$ cat config.mk
export PLATFORM = sky130hd
export DESIGN_NAME = axis_header_inserter
export DESIGN_NICKNAME = d
export VERILOG_FILES = /design/src/rtl/hdr_insert_pkg.sv /design/src/rtl/hdr_byte_merge.sv /design/src/rtl/axis_header_inserter.sv
export SDC_FILE = /design/constraint.sdc
export NUM_CORES = 1
export LEC_CHECK = 0
export ABC_AREA = 0
export ABC_CLOCK_PERIOD_IN_PS = 6150
export CORE_MARGIN = 1.5
export CORE_UTILIZATION = 35
export DETAILED_ROUTE_END_ITERATION = 10
export SLEW_MARGIN = 20
export SYNTH_ARGS = -nofsm -noshare
export SYNTH_HDL_FRONTEND = slang
export SYNTH_SLANG_ARGS = --single-unit
$ cat constraint.sdc
create_clock -name clk -period 6.15 [get_ports clk]
set_input_delay 0.9225 -clock clk [delete_from_list [all_inputs] [get_ports clk]]
set_output_delay 0.9225 -clock clk [all_outputs]
set_load 0.005 [all_outputs]
$ cat src/rtl/hdr_insert_pkg.sv
// Shared types and keep/popcount helpers for the AXI-Stream header inserter.
// Helpers operate on MAX_BYTES-wide vectors; callers size-cast to their lane count.
package hdr_insert_pkg;

  localparam int unsigned MAX_BYTES = 64;

  typedef enum logic [1:0] {
    IDLE,
    HEAD,
    TAIL
  } state_t;

  typedef logic [MAX_BYTES-1:0]   keep_max_t;
  typedef logic [MAX_BYTES*8-1:0] data_max_t;

  function automatic int unsigned popcount(input keep_max_t k);
    int unsigned c;
    c = 0;
    for (int unsigned i = 0; i < MAX_BYTES; i++) begin
      if (k[i]) c++;
    end
    return c;
  endfunction

  // cnt ones starting at lane 0
  function automatic keep_max_t lsb_mask(input int unsigned cnt);
    keep_max_t m;
    m = '0;
    for (int unsigned i = 0; i < MAX_BYTES; i++) begin
      m[i] = (i < cnt);
    end
    return m;
  endfunction

  // cnt ones ending at lane n-1 of an n-lane bus
  function automatic keep_max_t msb_mask(input int unsigned cnt, input int unsigned n);
    keep_max_t m;
    m = '0;
    for (int unsigned i = 0; i < MAX_BYTES; i++) begin
      m[i] = (i < n) && (i + cnt >= n);
    end
    return m;
  endfunction

  function automatic data_max_t byte_mask(input keep_max_t k);
    data_max_t m;
    m = '0;
    for (int unsigned i = 0; i < MAX_BYTES; i++) begin
      m[i*8 +: 8] = {8{k[i]}};
    end
    return m;
  endfunction

endpackage

$ cat src/rtl/hdr_byte_merge.sv
// Combinational byte shifter: places H residue bytes ahead of the top N-H payload bytes
// and extracts the low H payload bytes as the next residue.
module hdr_byte_merge
  import hdr_insert_pkg::*;
#(
  parameter int unsigned DATA_WIDTH = 32,
  parameter int unsigned N          = DATA_WIDTH / 8
) (
  input  logic [DATA_WIDTH-1:0]      residue,
  input  logic [DATA_WIDTH-1:0]      payload,
  input  logic [$clog2(N+1)-1:0]     h,
  input  logic [$clog2(N+1)-1:0]     p,
  output logic [DATA_WIDTH-1:0]      merged,
  output logic [DATA_WIDTH-1:0]      next_residue,
  output logic                       overflow
);

  always_comb begin
    // shifts of a full bus width yield zero, covering H=0 and H=N
    merged       = (residue << ((N - 32'(h)) * 8)) | (payload >> (32'(h) * 8));
    next_residue = payload & DATA_WIDTH'(byte_mask(lsb_mask(32'(h))));
    overflow     = (32'(h) + 32'(p)) > N;
  end

endmodule

$ cat src/rtl/axis_header_inserter.sv
// Prepends a 0..N-byte header to each AXI-Stream packet, shifting payload bytes behind it.
// Optional sticky keep-legality flag err_keep when HDR_KEEP_CHECK_EN is defined.
module axis_header_inserter
  import hdr_insert_pkg::*;
#(
  parameter int unsigned DATA_WIDTH      = 32,
  parameter int unsigned DATA_BYTE_WIDTH = DATA_WIDTH / 8
) (
  input  logic                       clk,
  input  logic                       rst,
  input  logic                       valid_in,
  input  logic [DATA_WIDTH-1:0]      data_in,
  input  logic [DATA_BYTE_WIDTH-1:0] keep_in,
  input  logic                       last_in,
  output logic                       ready_out,
  input  logic                       valid_insert,
  input  logic [DATA_WIDTH-1:0]      data_insert,
  input  logic [DATA_BYTE_WIDTH-1:0] keep_insert,
  output logic                       ready_insert,
  output logic                       valid_out,
  output logic [DATA_WIDTH-1:0]      data_out,
  output logic [DATA_BYTE_WIDTH-1:0] keep_out,
  output logic                       last_out,
  input  logic                       ready_in
`ifdef HDR_KEEP_CHECK_EN
  ,output logic                      err_keep
`endif
);

  localparam int unsigned N  = DATA_BYTE_WIDTH;
  localparam int unsigned CW = $clog2(N + 1);

  state_t                state, state_n;
  logic [DATA_WIDTH-1:0] residue;
  logic [CW-1:0]         h;
  logic [N-1:0]          tail_keep;

  logic                  ld, hdr_acc, pay_acc;
  logic [CW-1:0]         h_in, p_in;
  logic [DATA_WIDTH-1:0] merged, next_residue;
  logic                  overflow;

  logic                  out_load, last_n;
  logic [N-1:0]          keep_n;
  logic [DATA_WIDTH-1:0] data_raw, data_n;

  assign ld           = !valid_out | ready_in;
  assign ready_out    = (state == HEAD) & ld & !rst;
  assign ready_insert = (state == IDLE) & !rst;
  assign hdr_acc      = valid_insert & ready_insert;
  assign pay_acc      = valid_in & ready_out;
  assign h_in         = CW'(popcount(MAX_BYTES'(keep_insert)));
  assign p_in         = CW'(popcount(MAX_BYTES'(keep_in)));

  hdr_byte_merge #(
    .DATA_WIDTH (DATA_WIDTH),
    .N          (N)
  ) u_merge (
    .residue      (residue),
    .payload      (data_in),
    .h            (h),
    .p            (p_in),
    .merged       (merged),
    .next_residue (next_residue),
    .overflow     (overflow)
  );

  always_ff @(posedge clk) begin
    if (rst) state <= IDLE;
    else     state <= state_n;
  end

  always_comb begin
    state_n  = state;
    out_load = 1'b0;
    keep_n   = '0;
    last_n   = 1'b0;
    data_raw = '0;
    case (state)
      IDLE: if (hdr_acc) state_n = HEAD;
      HEAD: if (pay_acc) begin
        out_load = 1'b1;
        data_raw = merged;
        keep_n   = '1;
        if (last_in) begin
          if (overflow) begin
            state_n = TAIL;
          end else begin
            keep_n  = N'(msb_mask(32'(h) + 32'(p_in), N));
            last_n  = 1'b1;
            state_n = IDLE;
          end
        end
      end
      TAIL: if (ld) begin
        out_load = 1'b1;
        data_raw = residue << ((N - 32'(h)) * 8);
        keep_n   = tail_keep;
        last_n   = 1'b1;
        state_n  = IDLE;
      end
      default: state_n = IDLE;
    endcase
  end

  assign data_n = data_raw & DATA_WIDTH'(byte_mask(MAX_BYTES'(keep_n)));

  always_ff @(posedge clk) begin
    if (rst) begin
      residue   <= '0;
      h         <= '0;
      tail_keep <= '0;
    end else begin
      if (hdr_acc) begin
        h       <= h_in;
        residue <= data_insert & DATA_WIDTH'(byte_mask(lsb_mask(32'(h_in))));
      end
      if (pay_acc) residue <= next_residue;
      if (pay_acc & last_in & overflow)
        tail_keep <= N'(msb_mask(32'(h) + 32'(p_in) - N, N));
    end
  end

  // Idle output slots are zeroed so unused lanes never carry stale bytes.
  always_ff @(posedge clk) begin
    if (rst) begin
      valid_out <= 1'b0;
      data_out  <= '0;
      keep_out  <= '0;
      last_out  <= 1'b0;
    end else if (out_load) begin
      valid_out <= 1'b1;
      data_out  <= data_n;
      keep_out  <= keep_n;
      last_out  <= last_n;
    end else if (ld) begin
      valid_out <= 1'b0;
      data_out  <= '0;
      keep_out  <= '0;
      last_out  <= 1'b0;
    end
  end

`ifdef HDR_KEEP_CHECK_EN
  logic bad_pay, bad_hdr;

  assign bad_pay = pay_acc & (last_in ? ((keep_in == '0) || (keep_in != N'(msb_mask(32'(p_in), N))))
                                      : (keep_in != '1));
  assign bad_hdr = hdr_acc & (keep_insert != N'(lsb_mask(32'(h_in))));

  always_ff @(posedge clk) begin
    if (rst)                    err_keep <= 1'b0;
    else if (bad_pay | bad_hdr) err_keep <= 1'b1;
  end
`endif

endmodule

* Word level (Yosys, flattened, before mapping)
Cells that the tools add are included.
** Storage, ports and cells
- Register bits :: 79
- Output and inout bits :: 40
- Word-level logic and storage cells :: 104
- Bits of input ports :: 78
** Operators by class
- $add $sub $neg :: 15
- Reductions and logical operators :: 6
- Equality and inequality tests :: 6
- Muxes and demuxes :: 38
- Magnitude comparators :: 17
- Shift-type cells :: 2
- Bitwise gates (word level) :: 12
** Operators by type and width (number)
- greater-or-equal comparator 32 x 3 -> 1 bit, second input constant :: 8
- two-way mux 32 bit :: 6
- adder 2 x 32 -> 32 bit, first input constant :: 4
- bitwise AND 32 bit :: 3
- adder 1 x 32 -> 32 bit, first input constant :: 2
- case mux 32 bit (2 select lines) :: 1
- > comparator 32 x 3 -> 1 bit, second input constant :: 1
- bitwise OR 32 bit :: 1
- << shifter 32 x 32 -> 32 bit :: 1
- right shift 32 x 6 -> 32 bit :: 1
- subtractor 32 x 3 -> 32 bit, second input constant :: 1
- two-way mux 4 bit :: 6
- two-way mux 3 bit :: 6
- adder 3 x 1 -> 3 bit, second input constant :: 4
- < comparator 1 x 3 -> 1 bit, first input constant :: 4
- < comparator 2 x 3 -> 1 bit, first input constant :: 4
- two-way mux 1 bit :: 10
- two-way mux 2 bit :: 5
- inequality test 2 bit, second input constant :: 4
- case mux 4 bit (2 select lines) :: 1
- bitwise AND 1 bit :: 7
- case mux 2 bit (3 select lines) :: 1
- adder 1 x 1 -> 2 bit, second input constant :: 2
- adder 3 x 3 -> 4 bit :: 1
- 9 further kinds :: 12

* Logic depth before layout (Yosys ltp)
- Depth after elaboration :: 16
- Mapped depth :: 20
- Gate-level depth less buffers :: 19

* Modules after synthesis
From an unflattened synthesis, not the netlist that was laid out.
** Unflattened totals
- Cells, all modules :: 777
- Area, all modules :: 6408.6 um^2
** Modules (own cells, without submodules)
- axis_header_inserter :: seq. area each 1581.5 um^2, times used 1, area an instance 4773.3 um^2, cells each 560
- hdr_byte_merge :: seq. area each 0.0 um^2, times used 1, area an instance 1635.3 um^2, cells each 217

* Worst setup path after synthesis
OpenSTA, ideal clock, no wires.
- Path type :: input -> register
- Start :: input keep_in[0]
- End :: register tail_keep[1]
- Setup time :: 0.142 ns
- Data required time :: 6.008 ns
- Path buffers :: 0
- Stages on the path :: 17
- Slack :: 1.298 ns
- Arrival :: 4.710 ns
- Cells stage by stage :: inv_1 ha_1 xor2_1 ha_1 nand2_1 o21ai_0 ha_1 a21o_1 a21oi_1 ha_1 ha_1 nand2_1 ha_1 nand4b_1 or4_1 nor4_1 a311oi_1
** Between the ends
- Word-level cells in the longest chain between the ends :: 11
- Elaborated cells between the ends (all ways) :: 13
- Classes of those cells :: add/sub: 6; order compare: 2; mux: 4; bitwise: 1
** Ends and longest elaborated chain
- start, declared :: line axis_header_inserter.sv:13 : input logic [DATA_BYTE_WIDTH-1:0] keep_in,
- two-way mux 1 bit (*) :: line hdr_insert_pkg.sv:20 : if (k[i]) c++;
- adder 1 x 1 -> 2 bit :: line hdr_insert_pkg.sv:20
- two-way mux 3 bit (*) :: line hdr_insert_pkg.sv:20
- adder 3 x 1 -> 3 bit :: line hdr_insert_pkg.sv:20
- two-way mux 3 bit (*) :: line hdr_insert_pkg.sv:20
- adder 3 x 1 -> 3 bit :: line hdr_insert_pkg.sv:20
- two-way mux 3 bit (*) :: line hdr_insert_pkg.sv:20
- adder 3 x 3 -> 4 bit (*) :: line hdr_byte_merge.sv:22, axis_header_inserter.sv:120
- subtractor 32 x 3 -> 32 bit :: line axis_header_inserter.sv:120 : tail_keep <= N'(msb_mask(32'(h) + 32'(p_in) - N, N));
- adder 1 x 32 -> 32 bit :: line hdr_insert_pkg.sv:40 : m[i] = (i < n) && (i + cnt >= n);
- greater-or-equal comparator 32 x 3 -> 1 bit :: line hdr_insert_pkg.sv:40
- end signal, assigned :: line axis_header_inserter.sv:120
- end, declared :: line axis_header_inserter.sv:36 : logic [N-1:0] tail_keep;
Every way passes the cells marked *; elsewhere a longest branch is shown, timed or not.
A chain may end at the register's enable or synchronous reset.

* Final worst setup path
Same ends and word-level chain as after synthesis.

==> flow_metrics.env <==
export IMPL_critical_path_class="in2reg"
export IMPL_wirelength_um=18900
export IMPL_cts_root_buf="clkbuf_16"
export IMPL_cp_end_kind="flip-flop"
export IMPL_fill_cells=1462
export IMPL_cts_path_max_buffers=2
export IMPL_synth_cell_types=62
export IMPL_h_tree_depth=3
export IMPL_synth_edf_count=0
export IMPL_cap_violations=0
export IMPL_whs_path_depth=2
export IMPL_worst_pin_slew_ns=1.11
export IMPL_rsz0062_at_grt="no"
export IMPL_antenna_diode_count=0
export IMPL_p_leak_nw=2.47
export IMPL_routedWlPerCell_um=19.9
export IMPL_gp_congestion=0.855
export IMPL_r2r_start="h[1]$_SDFFE_PP0P_"
export IMPL_p_clk_frac=0.310
export IMPL_ctsResizeCount=0
export IMPL_clkSlewWorstSetupHoldPaths_ns=0.07
export IMPL_async_flop_share=0
export IMPL_initial_core_util=0.359
export IMPL_sequentialPowerShare=0.307
export IMPL_hold_viol=0
export IMPL_dpl_hpwl_um=13900
export IMPL_synth_main_ff_cell="dfxtp_1"
export IMPL_hold_start="data_out[10]$_SDFFE_PP0P_"
export IMPL_min_period_ns=5.30
export IMPL_tritoncts="built"
export IMPL_r2r_end="tail_keep[1]$_SDFFE_PP0P_"
export IMPL_skew_ns=0.0118
export IMPL_syn_area_sq_um=5450
export IMPL_ys_seq_area_frac=0.290
export IMPL_cts_buffers=9
export IMPL_syn_nets=786
export IMPL_cp_arrival_ns=5.50
export IMPL_critPathLaunchType="input port"
export IMPL_grt_overflow=0
export IMPL_track_usage=0.231
export IMPL_crit_buf_inv=3
export IMPL_worst_path_max_fanout=13
export IMPL_ios=118
export IMPL_synthCells=665
export IMPL_antenna_found_initial=0
export IMPL_max_slew_margin_rel=0.263
export IMPL_coreArea_sq_um=15200
export IMPL_first_pass_iters=5
export IMPL_crit_chain="clkdlybuf4s50_1 > inv_1 > ha_1 > xor2_1 > ha_1 > nand2_1 > o21ai_0 > ha_1 > a21o_1 > a21oi_1 > ha_1 > buf_4 > nand3_1 > ha_1 > nand4b_1 > or4_1 > nor4_1 > a311oi_1"
export IMPL_multi_input_area_sq_um=3610
export IMPL_fmax_ghz=0.189
export IMPL_layout_common_cells="116 x clkdlybuf4s50_1, 88 x nand2_1, 78 x dfxtp_1"
export IMPL_p_comb_frac=0.383
export IMPL_p_sw_mw=0.664
export IMPL_hp_class="reg2reg"
export IMPL_drv_slew=0
export IMPL_avgViaCountPerCell=5.85
export IMPL_period_share=0.863
export IMPL_grt_pass1_vias=5469
export IMPL_p_int_mw=1.13
export IMPL_power_density_nw_per_um2=254
export IMPL_grt_max_degree=58
export IMPL_max_stage_delay_ns=0.51
export IMPL_cp_required_ns=6.35
export IMPL_ir_drop_mv=0.155
export IMPL_seqCellArea_sq_um=1580
export IMPL_syn_area_per_cell_sq_um=8.20
export IMPL_vias=5552
export IMPL_area_growth_pct=29.2
export IMPL_synth_seq_cells=79
export IMPL_worstHoldEndpoint="data_out[10]$_SDFFE_PP0P_"
export IMPL_synth_warnings=0
export IMPL_final_common_cell="clkdlybuf4s50_1"
export IMPL_ant_nets=0
export IMPL_switching_share=0.371
export IMPL_path_delay_family="adder cells"
export IMPL_cpMostUsedCell="ha_1"
export IMPL_setup_tns_ns=0
export IMPL_clock_latency_ns=0.34
export IMPL_drc=0
export IMPL_final_util=0.463
export IMPL_detail_route_iter0_violations=495
export IMPL_fp_row_count=45
export IMPL_cts_hold_buffers=0
export IMPL_status="finished, final reports clean"
export IMPL_die_area_sq_um=16300
export IMPL_die_h_um=128
export IMPL_die_width_um=128
export IMPL_grt_pass1_wl_um=29900
export IMPL_drive_gt1_frac=0.0657
export IMPL_cp_slowest_cell="clkdlybuf4s50_1"
export IMPL_numClockSinks=79
export IMPL_nets=877
export IMPL_finalSetupViolations=0
export IMPL_post_cts_buffers=0
export IMPL_io_buffers=117
export IMPL_rr_worst_depth=12
export IMPL_r2r_slack_ns=2.41
[state kept, by name, summed over array words and instances (netlist names)]
register / count
last_out: 1
keep_out: 4
residue: 32
state: 2
data_out: 32
valid_out: 1
tail_keep: 4
h: 3
[logic make-up after synthesis]
kind of cell    count (synthesis)  synth area share
mux                            49            0.0918
simple gates                  221             0.201
buf+inv                        65            0.0505
compound gates                198             0.249
flops                          79             0.290
xor+xnor                       10            0.0174
fa+ha+maj                      43             0.100
[power by group through the flow]
stage	combinational (mW)	sequential (mW)	clock, mW
5_1_grt	0.768	0.552	0.581
3_3_place_gp	0.664	0.559	0
6_report	0.686	0.550	0.555
3_5_place_dp	0.680	0.561	0
4_1_cts	0.684	0.549	0.561
2_1_floorplan	0.472	0.553	0
[area by class of cell]
type | count | share of cell area
multi-input cells | 521 | 0.512
well taps | 188 | 0.0334
repair buffers | 129 | 0.178
flip-flops and latches | 79 | 0.225
clock buffers | 9 | 0.0320
inverters | 16 | 0.00853
clock inverters | 7 | 0.0112
[worst max-delay path by stage]
stage / from / endpoint / cells past startpoint
6_report: keep_in[0] / tail_keep[1]$_SDFFE_PP0P_ / 18
5_1_grt: keep_in[0] / tail_keep[1]$_SDFFE_PP0P_ / 18
4_1_cts: keep_in[0] / tail_keep[1]$_SDFFE_PP0P_ / 18
3_5_place_dp: keep_in[0] / tail_keep[1]$_SDFFE_PP0P_ / 18
3_3_place_gp: keep_in[0] / tail_keep[1]$_SDFFE_PP0P_ / 18
2_1_floorplan: keep_in[0] / tail_keep[1]$_SDFFE_PP0P_ / 17
[stage by stage]
stage / hold slack, ns / instances / total power [mW] / setup slack (ns) / area [sq um]
global placement: 0.448 / 933 / 1.22 / 0.632 / 6740
finish: 0.460 / 949 / 1.79 / 0.846 / 7040
floorplan: 0.449 / 665 / 1.03 / 1.30 / 5450
detailed placement: 0.451 / 933 / 1.24 / 0.489 / 6740
global route: 0.489 / 949 / 1.90 / 0.454 / 7040
CTS: 0.463 / 949 / 1.79 / 0.848 / 7040
[synth_stat cells, drive strengths merged, types with 5 or more instances]
master  count  area (sq um)
nand2      88           330
dfxtp      79          1580
a21oi      46           230
o21ai      46           230
ha         42           526
mux2i      41           410
nand3      40           200
clkbuf     30           113
nor3       22           110
nor2       20          75.1
buf        19           103
a221oi     18           158
a22o       17           149
inv        16          60.1
a22oi      13          97.6
a31oi      11          75.1
nand4      10          62.6
a32o        9          90.1
mux2        8          90.1
o32ai       6          52.6
xnor2       6          60.1
nor2b       5          31.3
[layer usage]
layer  track usage  vias up  routed length, um
met1         0.324     2625               8450
li1              -     2664                  -
met2         0.361      240               8560
met5             0        -                  0
met3        0.0371       23               1470
met4        0.0740        0                410
[worst register-to-register path: stages (launching register included)]
cell      delay [ns]
dfxtp_1         0.31
buf_4           0.34
ha_1            0.33
a21o_1          0.21
a21oi_1         0.47
ha_1            0.49
buf_4           0.27
nand3_1         0.10
ha_1            0.30
nand4b_1        0.08
or4_1           0.39
nor4_1          0.18
a311oi_1        0.12
Power figures use the tool's default switching activity.
